## src/rtl/boot_loader.sv

```systemverilog
// boot_loader: receives a framed firmware image from the UART byte stream,
// writes it word by word to RAM over a native valid/ready memory bus, checks
// the trailing checksum and releases the CPU from reset once it matches.
//
// Write handshake: a request is launched by raising mem_valid together with
// mem_addr, mem_wdata and mem_wstrb=4'hF. All of them hold steady until
// mem_ready is sampled high on a rising edge. mem_valid drops in the
// following cycle, and mem_addr advances by 4 at the same time.
module boot_loader #(
    parameter logic [31:0] BASE_ADDR = 32'h0000_0000,
    parameter logic [31:0] MAX_WORDS = 32'd32768,
    parameter int unsigned TIMEOUT   = 255
) (
    input  logic        clk,
    input  logic        resetn,
    input  logic        rx_valid,
    input  logic [7:0]  rx_data,
    output logic        mem_valid,
    output logic        mem_instr,
    output logic [3:0]  mem_wstrb,
    output logic [31:0] mem_addr,
    output logic [31:0] mem_wdata,
    input  logic        mem_ready,
    output logic        busy,
    output logic        done,
    output logic [2:0]  err_code,
    output logic        cpu_resetn,
    output logic [2:0]  state_dbg
);

    localparam int TW = (TIMEOUT < 2) ? 1 : $clog2(TIMEOUT + 1);
    localparam logic [TW-1:0] TMO_LAST = TW'(TIMEOUT - 1);

    localparam logic [7:0] MAGIC = 8'hA5;

    localparam logic [2:0] ERR_NONE = 3'd0;
    localparam logic [2:0] ERR_CSUM = 3'd1;
    localparam logic [2:0] ERR_LEN  = 3'd2;
    localparam logic [2:0] ERR_OVR  = 3'd3;
    localparam logic [2:0] ERR_TMO  = 3'd4;

    typedef enum logic [2:0] {
        S_IDLE  = 3'd0,
        S_LEN0  = 3'd1,
        S_LEN1  = 3'd2,
        S_DATA  = 3'd3,
        S_DRAIN = 3'd4,
        S_CSUM  = 3'd5,
        S_DONE  = 3'd6,
        S_ERROR = 3'd7
    } state_t;

    state_t        state_q, state_d;
    logic [2:0]    err_q, err_d;
    logic [23:0]   asm_q, asm_d;          // first three bytes of the word in progress
    logic [1:0]    byte_cnt_q, byte_cnt_d;
    logic [15:0]   words_left_q, words_left_d;
    logic [7:0]    sum_q, sum_d;
    logic [7:0]    len_lo_q, len_lo_d;
    logic [31:0]   addr_q, addr_d;
    logic [31:0]   wdata_q, wdata_d;
    logic          valid_q, valid_d;
    logic          defer_q, defer_d;      // word waits one idle cycle behind a just-acked write
    logic [TW-1:0] tmo_q, tmo_d;
    logic [7:0]    csum_byte_q, csum_byte_d;
    logic          csum_pend_q, csum_pend_d; // checksum byte arrived while draining

    logic          ack;
    logic          stall;
    logic          tmo_hit;
    logic [31:0]   word_in;
    logic [15:0]   len_in;
    logic [7:0]    csum_in;

    assign ack     = valid_q & mem_ready;
    assign stall   = valid_q & ~mem_ready;
    assign tmo_hit = stall & (tmo_q == TMO_LAST);
    assign word_in = {rx_data, asm_q};
    assign len_in  = {rx_data, len_lo_q};
    assign csum_in = rx_valid ? rx_data : csum_byte_q;

    // Next-state, frame parsing and write-request sequencing
    always_comb begin
        state_d      = state_q;
        err_d        = err_q;
        asm_d        = asm_q;
        byte_cnt_d   = byte_cnt_q;
        words_left_d = words_left_q;
        sum_d        = sum_q;
        len_lo_d     = len_lo_q;
        addr_d       = addr_q;
        wdata_d      = wdata_q;
        valid_d      = valid_q;
        defer_d      = defer_q;
        tmo_d        = stall ? tmo_q + TW'(1) : '0;
        csum_byte_d  = csum_byte_q;
        csum_pend_d  = csum_pend_q;

        // Bus side: retire an acknowledged write, launch a deferred one
        if (ack) begin
            valid_d = 1'b0;
            addr_d  = addr_q + 32'd4;
        end
        if (defer_q) begin
            valid_d = 1'b1;
            defer_d = 1'b0;
        end

        case (state_q)
            S_IDLE, S_ERROR: begin
                if (rx_valid && rx_data == MAGIC) begin
                    state_d      = S_LEN0;
                    err_d        = ERR_NONE;
                    sum_d        = 8'd0;
                    byte_cnt_d   = 2'd0;
                    words_left_d = 16'd0;
                    addr_d       = BASE_ADDR;
                    valid_d      = 1'b0;
                    defer_d      = 1'b0;
                    csum_pend_d  = 1'b0;
                end
            end
            S_LEN0: begin
                if (rx_valid) begin
                    len_lo_d = rx_data;
                    state_d  = S_LEN1;
                end
            end
            S_LEN1: begin
                if (rx_valid) begin
                    words_left_d = len_in;
                    if ({16'd0, len_in} > MAX_WORDS) begin
                        state_d = S_ERROR;
                        err_d   = ERR_LEN;
                    end else if (len_in == 16'd0) begin
                        state_d = S_CSUM;
                    end else begin
                        state_d = S_DATA;
                    end
                end
            end
            S_DATA: begin
                if (rx_valid) begin
                    sum_d      = sum_q + rx_data;
                    asm_d      = {rx_data, asm_q[23:8]};
                    byte_cnt_d = byte_cnt_q + 2'd1;
                    if (byte_cnt_q == 2'd3) begin
                        if (stall || defer_q) begin
                            // previous word still on the bus: nowhere to put this one
                            state_d = S_ERROR;
                            err_d   = ERR_OVR;
                            valid_d = 1'b0;
                            defer_d = 1'b0;
                        end else begin
                            wdata_d      = word_in;
                            words_left_d = words_left_q - 16'd1;
                            // an ack this cycle forces one idle bus cycle first
                            if (ack) begin
                                defer_d = 1'b1;
                            end else begin
                                valid_d = 1'b1;
                            end
                            if (words_left_q == 16'd1) begin
                                state_d = S_DRAIN;
                            end
                        end
                    end
                end
            end
            S_DRAIN: begin
                if (rx_valid) begin
                    csum_byte_d = rx_data;
                    csum_pend_d = 1'b1;
                end
                if (ack) begin
                    csum_pend_d = 1'b0;
                    if (rx_valid || csum_pend_q) begin
                        if (csum_in == sum_q) begin
                            state_d = S_DONE;
                        end else begin
                            state_d = S_ERROR;
                            err_d   = ERR_CSUM;
                        end
                    end else begin
                        state_d = S_CSUM;
                    end
                end
            end
            S_CSUM: begin
                if (rx_valid) begin
                    if (rx_data == sum_q) begin
                        state_d = S_DONE;
                    end else begin
                        state_d = S_ERROR;
                        err_d   = ERR_CSUM;
                    end
                end
            end
            S_DONE: begin
            end
            default: begin
                state_d = S_IDLE;
            end
        endcase

        // RAM never answered: abandon the request
        if (tmo_hit) begin
            state_d     = S_ERROR;
            err_d       = ERR_TMO;
            valid_d     = 1'b0;
            defer_d     = 1'b0;
            csum_pend_d = 1'b0;
        end
    end

    // State register
    always_ff @(posedge clk or negedge resetn) begin
        if (!resetn) begin
            state_q <= S_IDLE;
        end else begin
            state_q <= state_d;
        end
    end

    // Datapath, counters and bus registers
    always_ff @(posedge clk or negedge resetn) begin
        if (!resetn) begin
            err_q        <= ERR_NONE;
            asm_q        <= 24'd0;
            byte_cnt_q   <= 2'd0;
            words_left_q <= 16'd0;
            sum_q        <= 8'd0;
            len_lo_q     <= 8'd0;
            addr_q       <= BASE_ADDR;
            wdata_q      <= 32'd0;
            valid_q      <= 1'b0;
            defer_q      <= 1'b0;
            tmo_q        <= '0;
            csum_byte_q  <= 8'd0;
            csum_pend_q  <= 1'b0;
        end else begin
            err_q        <= err_d;
            asm_q        <= asm_d;
            byte_cnt_q   <= byte_cnt_d;
            words_left_q <= words_left_d;
            sum_q        <= sum_d;
            len_lo_q     <= len_lo_d;
            addr_q       <= addr_d;
            wdata_q      <= wdata_d;
            valid_q      <= valid_d;
            defer_q      <= defer_d;
            tmo_q        <= tmo_d;
            csum_byte_q  <= csum_byte_d;
            csum_pend_q  <= csum_pend_d;
        end
    end

    assign mem_valid  = valid_q;
    assign mem_instr  = 1'b0;
    assign mem_wstrb  = valid_q ? 4'hF : 4'h0;
    assign mem_addr   = addr_q;
    assign mem_wdata  = wdata_q;
    assign busy       = (state_q == S_LEN0) || (state_q == S_LEN1) || (state_q == S_DATA) ||
                        (state_q == S_DRAIN) || (state_q == S_CSUM);
    assign done       = (state_q == S_DONE);
    assign cpu_resetn = (state_q == S_DONE);
    assign err_code   = err_q;
    assign state_dbg  = state_q;

endmodule

```

## config.mk

```make
export PLATFORM = sky130hd
export DESIGN_NAME = boot_loader
export DESIGN_NICKNAME = d
export VERILOG_FILES = /design/src/rtl/boot_loader.sv
export SDC_FILE = /design/constraint.sdc
export NUM_CORES = 1
export LEC_CHECK = 0
export BUFFER_PORTS_ARGS = -buffer_cell sky130_fd_sc_hd__buf_2
export CORE_ASPECT_RATIO = 1.4
export CORE_MARGIN = 1.5
export CORE_UTILIZATION = 55
export CTS_CLUSTER_DIAMETER = 40
export DETAILED_ROUTE_END_ITERATION = 10
export PLACE_DENSITY = 0.87
export SLEW_MARGIN = 5
export SYNTH_ARGS = -nofsm -noshare
export SYNTH_HDL_FRONTEND = slang
export SYNTH_SLANG_ARGS = --single-unit
```

## constraint.sdc

```tcl
create_clock -name clk -period 4.7 [get_ports clk]
set_input_delay 0.94 -clock clk [delete_from_list [all_inputs] [get_ports clk]]
set_output_delay 0.94 -clock clk [all_outputs]
set_load 0.005 [all_outputs]
```

== Word level (Yosys, flattened, before mapping) ==
Cells that the tools add are included.
Widths: inputs -> output; s select.
Word-level totals
  register bits after elaboration: 147
  bits of input ports: 12
  output and inout port bits: 79
  word-level logic and storage cells: 147
Cells by class
  add/subtract/negate cells: 5
  magnitude comparators: 1
  equality and inequality tests: 32
  mux-type cells: 67
  bitwise logic cells: 5
  reduce and logical (&&, ||, !) cells: 23
Operators by type and width (count)
  $mux 32: 3
  $mux 16: 5
  $mux 3: 25
  $pmux 16 s3: 1
  $ne 3x3->1 const B: 12
  $add 32x3->32 const B: 1
  $mux 8: 4
  $mux 1: 20
  $pmux 3 s6: 1
  $eq 16x1->1 const B: 1
  $eq 8x8->1: 2
  $eq 8x8->1 const B: 2
  $gt 16x16->1 const B: 1
  $logic_not 16->1: 1
  $pmux 8 s2: 1
  $sub 16x1->16 const B: 1
  $pmux 3 s5: 1
  $eq 3x3->1 const B: 4
  $reduce_and 12->1: 1
  $ne 2x2->1 const B: 5
  $reduce_and 9->1: 1
  $add 8x1->8 const B: 1
  $add 8x8->8: 1
  $ne 4x4->1 const B: 2
  other kinds (22): 36

== Logic depth before layout (Yosys ltp) ==
Gate-level depths: netlist of the first run.
  depth in word-level cells: 9
  gate-level depth with buffers: 9
  gate-level depth less buffers: 8

== Least setup slack after synthesis of the first run ==
Ideal clock, no wire load.
  kind: in2reg
  start: input port rx_data[0]
  end: register sum_q[6]
  library setup time: 0.134 ns
  arrival time: 2.347 ns
  required time: 4.566 ns
  slack: 2.219 ns
  cell stages on the path: 8
  buffers on the path: 0
  path through: ha_1 fa_1 a21o_1 a21oi_1 o21bai_1 a21oi_1 xor2_1 o22ai_1
On the way
  longest elaborated chain between the ends: 4
  elaborated cells between the ends (all ways): 7
  classes of those cells: add/sub: 1; eq/ne: 2; mux: 2; reduce/logical: 2
Ends and longest elaborated chain
  from (decl): line 17  | input logic [7:0] rx_data,
  branches (longest 4 deep; another with $add 8x8->8)
  to (signal assigned): line 246  | sum_q <= sum_d;
  to (decl): line 58  | logic [7:0] sum_q, sum_d;
Parallel ways; which one is timed is not known. The select of a mux whose other input is x is not followed.
A chain may end at the register's enable or synchronous reset.

== Worst setup path in the final report of the first run ==
  start: register state_q[0], in the netlist state_dbg[0]
  end: register wdata_q[18], in the netlist mem_wdata[18]
On the way
  longest elaborated chain between the ends: 2
Ends and longest elaborated chain
  from (decl): line 53  | state_t state_q, state_d;
  from (signal assigned): line 221  | state_q <= state_d;
  $eq 3x2->1: line 109  | case (state_q)
  $reduce_and 4->1 (no line)
  to (signal assigned): line 249  | wdata_q <= wdata_d;
  to (decl): line 61  | logic [31:0] wdata_q, wdata_d;
Every way passes these cells.

==> impl_results.md, run 1 <==
* Reg clk slew, reported paths at 60 ps
* Initial antenna violation count at 0
* Crit Path Category: reg -> reg
* Drt pass-1 iters at 5
* Nets at 824
* Most common cell after layout, fill and taps aside: dfrtp_1
* Initial Utilization at 0.567
* Crit end category: register
* Die area at 14100 um2
* Layout cells sized above 1 at 0.224
* Reg-to-reg startpoint: state_dbg[0]
* R2R cell count at 5
* Max capacitance violation total at 0
* Worst hold endpoint: mem_wdata[5]
* Netlist Area Pre-Place at 7380 um2
* Number of routed nets with antenna violations at 0
* Cells on Worst Hold Path at 1
* Slowest stage delay, CP at 720 ps
* FFs w/ async S/R, synth at 1.00
* Leakage power at 4.17 nW
* Area leader, netlist: dfrtp_1
* Vias in the first global route at 5567
* Clk Latency, worst-skew pair at 430 ps
* CP max-delay cell: dfrtp_1
* Slew @ Worst Pin at 1180 ps
* Reg2Reg Setup Slack at 1850 ps
* Vias/cell at 5.79
* Sequential power share at 0.389
* CTS Buf Count at 17
* H-Tree Depth at 4
* Top area cells in the synthesized netlist: dfrtp_1 (49%), nand2_1 (5.8%), mux2_1 (3.8%), nor2_1 (3.6%), mux2_2 (3.4%)
* Cells after Synth at 723
* Setup TNS at 0 ps
* Avg Cell Area, Syn at 10.2 um2
* Number of synthesized flops with an enable pin at 0
* Relative slew slack at 0.212
* Placer Congestion at 0.855
* PortBufs at 87
* Row count at 49
* WL final at 16.9 mm
* Combinational Power Share at 0.330
* Top delay family on crit path: simple AND/OR/NAND/NOR gates
* Status: completed
* P_int at 3.22 mW
* Crit-path cells: nor2b_2, nand2_1, nor3_4, buf_4, mux2_2
* Final worst path period share at 0.605
* Power Density at 603 nW/um2
* Share of the synthesized area in the top cell type at 0.492
* Vias at 5726
* Worst path bufs/invs at 1
* Congestion Overflow GR at 0
* Hold_buf cts at 0
* Chip width at 101 um
* Wire per inst at 17.1 um
* Sequential share of the synthesized area at 0.492
* DR DRC count at 0
* Startpoint types: register
* GRT Total Usage at 0.252
* Worst vdd ir at 0.000279 V
* Min-delay worst type: reg -> reg
* Post-CTS Setup Bufs at 0
* Ys flop type: dfrtp_1
* Ant diodes at 0
* Flop and latch count out of synthesis at 145
* Warnings, synthesis at 0
* Arr. time, crit path at 3150 ps
* RSZ-0062 raised after global routing: no
* CTS Sinks at 145
* Core area at 13000 um2
* Starting DRT DRC Count at 361
* Clk_skew at 14.2 ps
* IO Pins at 91
* Final Max Tran Viols at 0
* CTS tree: done
* First-pass GRT wire length at 27.8 mm
* Area Overhead vs Synth at 15.1%
* Distinct cells, synth at 77
* CTS root buf: clkbuf_16
* Final core occ at 0.653
* Largest net degree at the start of global routing at 85
* R2R Path End: mem_wdata[18]
* Post-cts sizing count at 0
* FMAX at 0.351 GHz
* Commonest cells after routing, fill and taps aside: dfrtp_1 (145), nand2_1 (114), buf_2 (86)
* Hold_sp: mem_wdata[5]
* Sw Pwr at 1.90 mW
* Die H at 140 um
* Clock Tree Buf Depth at 2
* Final setup viols at 0
* Minimum clock period at 2850 ps
* Sw Share at 0.371
* CP Launch Point: state_dbg[0]
* WP data required at 5010 ps
* Hold Vio Cnt, Final at 0
* Detailed Place HPWL at 11.0 mm
* Crit path max fanout at 32
* Clk pwr share at 0.281
==> power by group through the flow <==
stage	combinational [mW]	clock (mW)	sequential [mW]
5_1_grt	1.86	1.51	2.04
3_3_place_gp	1.59	0	1.98
2_1_floorplan	1.31	0	1.88
4_1_cts	1.68	1.46	1.99
3_5_place_dp	1.65	0	2.00
6_report	1.69	1.44	2.00
==> per-stage QoR <==
stage          setup WS [ps]  hold slack (ps)  area (um2)  total power [mW]  std cells
6_report                1850              480        8490              5.12        989
5_1_grt                 1680              500        8490              5.42        989
4_1_cts                 1880              484        8490              5.13        989
3_5_place_dp            1570              469        7860              3.65        957
3_3_place_gp            1620              454        7860              3.57        957
2_1_floorplan           2220              442        7380              3.19        725
==> registers in the layout, summed over array words and instances (netlist names) <==
name / count
mem_wdata: 32
mem_valid: 1
words_left_q: 16
mem_addr: 30
state_dbg: 3
len_lo_q: 8
asm_q: 24
csum_pend_q: 1
csum_byte_q: 8
defer_q: 1
tmo_q: 8
byte_cnt_q: 2
err_code: 3
sum_q: 8
==> final cells by class <==
cell class / instances / area, um2
flip-flops and latches: 145 / 3630
fillers: 983 / 4510
clock buffers: 18 / 439
multi-input cells: 528 / 3470
well taps: 178 / 223
clock inverters: 14 / 191
inverters: 12 / 45.0
repair buffers: 94 / 494
==> cell families (layout without fill, tap and decap cells) <==
group	after synthesis	in the layout	share of synthesized area
simple gates	292	292	0.199
flops	145	145	0.492
compound gates	117	117	0.104
mux	55	55	0.0831
buf+inv	52	138	0.0402
xor+xnor	47	47	0.0558
fa+ha+maj	14	14	0.0248
other cells	1	3	0.000508
==> routing by layer <==
layer	GRT usage	up-vias	wire, um	part of all wire
met1	0.317	2811	6750	0.40
met3	0.0539	56	875	0.052
met2	0.415	207	8790	0.52
met5	0	-	0	0
met4	0.113	0	527	0.031
li1	-	2652	-	-
==> worst max-delay path by stage <==
| stage | to | slack (ps) | depth (start not counted) |
|---|---|---|---|
| floorplan | sum_q[6] | 2220 | 8 |
| global placement | words_left_q[13] | 1620 | 7 |
| detailed placement | words_left_q[13] | 1570 | 7 |
| CTS | mem_wdata[18] | 1880 | 5 |
| global route | mem_wdata[19] | 1680 | 5 |
| finish | mem_wdata[18] | 1850 | 5 |
==> cell usage after synthesis (5+ instances only) <==
library cell	count
dfrtp_1	145
a22oi_1	6
ha_1	13
mux2_2	22
nand2_1	114
o21ai_0	16
buf_2	17
o21ai_1	31
and3_1	11
nor4_1	10
nand2b_1	6
nor2_1	70
a21oi_1	28
inv_1	12
mux2i_1	7
mux2_1	25
nand4_1	8
buf_4	13
xor2_1	28
nor3_1	5
or3_1	7
xnor2_1	19
clkbuf_1	5
nand3_1	18
(Power assumes the default switching activity.)
==> run 2, diff against run 1 <==
--- a/config.mk
+++ b/config.mk
@@ -5,13 +5,14 @@
 export SDC_FILE = /design/constraint.sdc
 export NUM_CORES = 1
 export LEC_CHECK = 0
+export ABC_AREA = 1
 export BUFFER_PORTS_ARGS = -buffer_cell sky130_fd_sc_hd__buf_2
 export CORE_ASPECT_RATIO = 1.4
 export CORE_MARGIN = 1.5
-export CORE_UTILIZATION = 55
+export CORE_UTILIZATION = 53
 export CTS_CLUSTER_DIAMETER = 40
 export DETAILED_ROUTE_END_ITERATION = 10
-export PLACE_DENSITY = 0.87
+export PLACE_DENSITY = 0.88
 export SLEW_MARGIN = 5
 export SYNTH_ARGS = -nofsm -noshare
 export SYNTH_HDL_FRONTEND = slang
==> constraint.sdc (replaced) <==
create_clock -name clk -period 2.6 [get_ports clk]
set_input_delay 0.52 -clock clk [delete_from_list [all_inputs] [get_ports clk]]
set_output_delay 0.52 -clock clk [all_outputs]
set_load 0.005 [all_outputs]
==> run 2 against run 1 <==
  * Critical path depth is 1 higher
  * Non-clock buffer count is 4 higher
  * Sequential share of layout area is 1.4 points lower
  * Clock skew is 5.4 ps lower
  * Global-route usage is 0.81 points higher
  * Utilization is 2.6 points lower
  * Critical path type is now reg -> out
  * Combinational power is 96% higher
  * Highest routed layer unchanged
  * Hold slack worse by 440 ps
  * Power is 83% higher
  * Die area is 7.4% higher
  * Via count is 19% higher
  * Wire length is 12% higher
==> impl_results.md, run 2 <==
* Status: completed
* Number of synthesized flops with an enable pin at 0
* Clock Tree Buf Depth at 2
* Post-cts sizing count at 0
* Core area at 14000 um2
* Vias in the first global route at 6725
* Cells after DPL at 1187
* Vias/cell at 5.58
* Finished Layout Cells at 1217
* Relative slew slack at 0.617
* Chip width at 105 um
* Commonest cells after routing, fill and taps aside: nand2_1 (206), dfrtp_1 (145), inv_1 (109)
* IO Pins at 91
* Reg clk slew, reported paths at 60 ps
* Final setup viols at 0
* Distinct cells, synth at 50
* GRT Total Usage at 0.260
* Fin area at 8770 um2
* Final worst path period share at 0.921
* Max capacitance violation total at 0
* Initial antenna violation count at 0
* Hold_buf cts at 0
* Row count at 51
* Starting DRT DRC Count at 531
* Most common cell after layout, fill and taps aside: nand2_1
* Avg Cell Area, Syn at 8.16 um2
* Setup TNS at 0 ps
* Netlist Area Pre-Place at 7650 um2
* Largest net degree at the start of global routing at 57
* Flop and latch count out of synthesis at 145
* Max FFs per register at 32
* Crit end category: primary output
* Commonest cells post-synth: nand2_1 (206), dfrtp_1 (145), inv_1 (109)
* Ant diodes at 0
* Post-CTS Setup Bufs at 0
* Drt pass-1 iters at 5
* CTS root buf: clkbuf_16
* RSZ-0062 raised after global routing: no
* Layout fillers at 1156
* Sequential Area at 3630 um2
* Slew @ Worst Pin at 570 ps
* Startpoint types: register
* Area leader, netlist: dfrtp_1
* R2R Path End: words_left_q[6]
* Vias at 6789
* Clk Latency, worst-skew pair at 420 ps
* Min-delay worst type: in -> async
* Initial Utilization at 0.547
* Power Density at 1070 nW/um2
* CP Launch Point: state_dbg[2]
* Leakage power at 4.43 nW
* Placer Congestion at 0.951
* Share of the synthesized area in the top cell type at 0.474
* R2R cell count at 10
* Hold WS at 35.8 ps
* FMAX at 0.418 GHz
* First-pass GRT wire length at 31.7 mm
* WL final at 19.0 mm
* Minimum clock period at 2390 ps
* Cells after Synth at 937
* Arr. time, crit path at 1870 ps
* Final Max Tran Viols at 0
* PortBufs at 87
* Hold Vio Cnt, Final at 0
* Reg-to-reg startpoint: state_dbg[2]
* Most common cell in the netlist: nand2_1
* Sequential share of the synthesized area at 0.474
* Layout cells sized above 1 at 0.184
* Top area cells in the synthesized netlist: dfrtp_1 (47%), nand2_1 (10%), inv_1 (5.3%), o21ai_0 (5.3%), nor2_1 (4.6%)
* Reg2Reg Setup Slack at 410 ps
* Multi-input logic area at 3330 um2
* Warnings, synthesis at 0
* Detailed Place HPWL at 13.4 mm
* FFs w/ async S/R, synth at 1.00
* CTS Sinks at 145
* Die H at 145 um
* WP data required at 2080 ps
* Crit path max fanout at 11
* CTS Buf Count at 17
* Worst vdd ir at 0.000689 V
* DR DRC count at 0
* Area Overhead vs Synth at 14.6%
* Number of routed nets with antenna violations at 0
* Nets at 1047
* Ys flop type: dfrtp_1
* Placed inst area at 8180 um2
* Die area at 15200 um2
* Congestion Overflow GR at 0
* Critical Path Sink: busy
* Wire per inst at 15.6 um
* H-Tree Depth at 4
* Overall power at 9.38 mW
* Clk_skew at 8.83 ps
* Crit Path Category: reg -> out
* CTS tree: done
run 2: worst min-delay path by stage:
| stage | from | slack [ps] | to | cells after the start |
|---|---|---|---|---|
| after detailed placement | defer_q | 440 | defer_q | 1 |
| after global placement | defer_q | 430 | defer_q | 1 |
| final | resetn | 40 | mem_addr[8] | 1 |
| after CTS | resetn | 50 | mem_addr[5] | 1 |
| after floorplan | resetn | 220 | asm_q[0] | 0 |
| after global routing | resetn | 70 | mem_addr[8] | 1 |
run 2: cell families after synthesis:
logic type | synth area share
buf+inv | 0.0914
other cells | 0.000490
compound gates | 0.124
simple gates | 0.254
xor+xnor | 0.0183
mux | 0.0131
fa+ha+maj | 0.0239
flops | 0.474
run 2: final cells by class:
| cell class | count | area share |
|---|---|---|
| Sequential cell | 145 | 0.414 |
| Multi-Input combinational cell | 639 | 0.380 |
| Timing Repair Buffer | 98 | 0.0612 |
| Inverter | 120 | 0.0521 |
| Clock buffer | 18 | 0.0501 |
| Tap cell | 185 | 0.0264 |
| Clock inverter | 12 | 0.0168 |
run 2: power breakdown:
group	switching, mW	leakage (nW)	total (mW)	internal (mW)
Sequential	0.569	1.83	3.58	3.01
Combinational	2.07	2.32	3.32	1.25
Clock	1.02	0.276	2.47	1.45
run 2: metrics by stage:
stage	setup slack, ps	utilization
2_1_floorplan	669	-
3_3_place_gp	410	0.585
3_5_place_dp	390	0.585
4_1_cts	219	0.627
5_1_grt	57.6	0.627
6_report	206	0.627
run 2: layer usage:
metal | track usage | wire length [um]
met3 | 0.0454 | 1150
met2 | 0.452 | 9830
met4 | 0.125 | 661
met5 | 0 | 0
met1 | 0.309 | 7340
run 2: critical path, cell delays in order (launching register included):
cell and delay [ps]:
dfrtp_1 550, inv_4 80, nand3_2 180, inv_2 160, nor2_1 210, nand3_1 130, buf_2 150
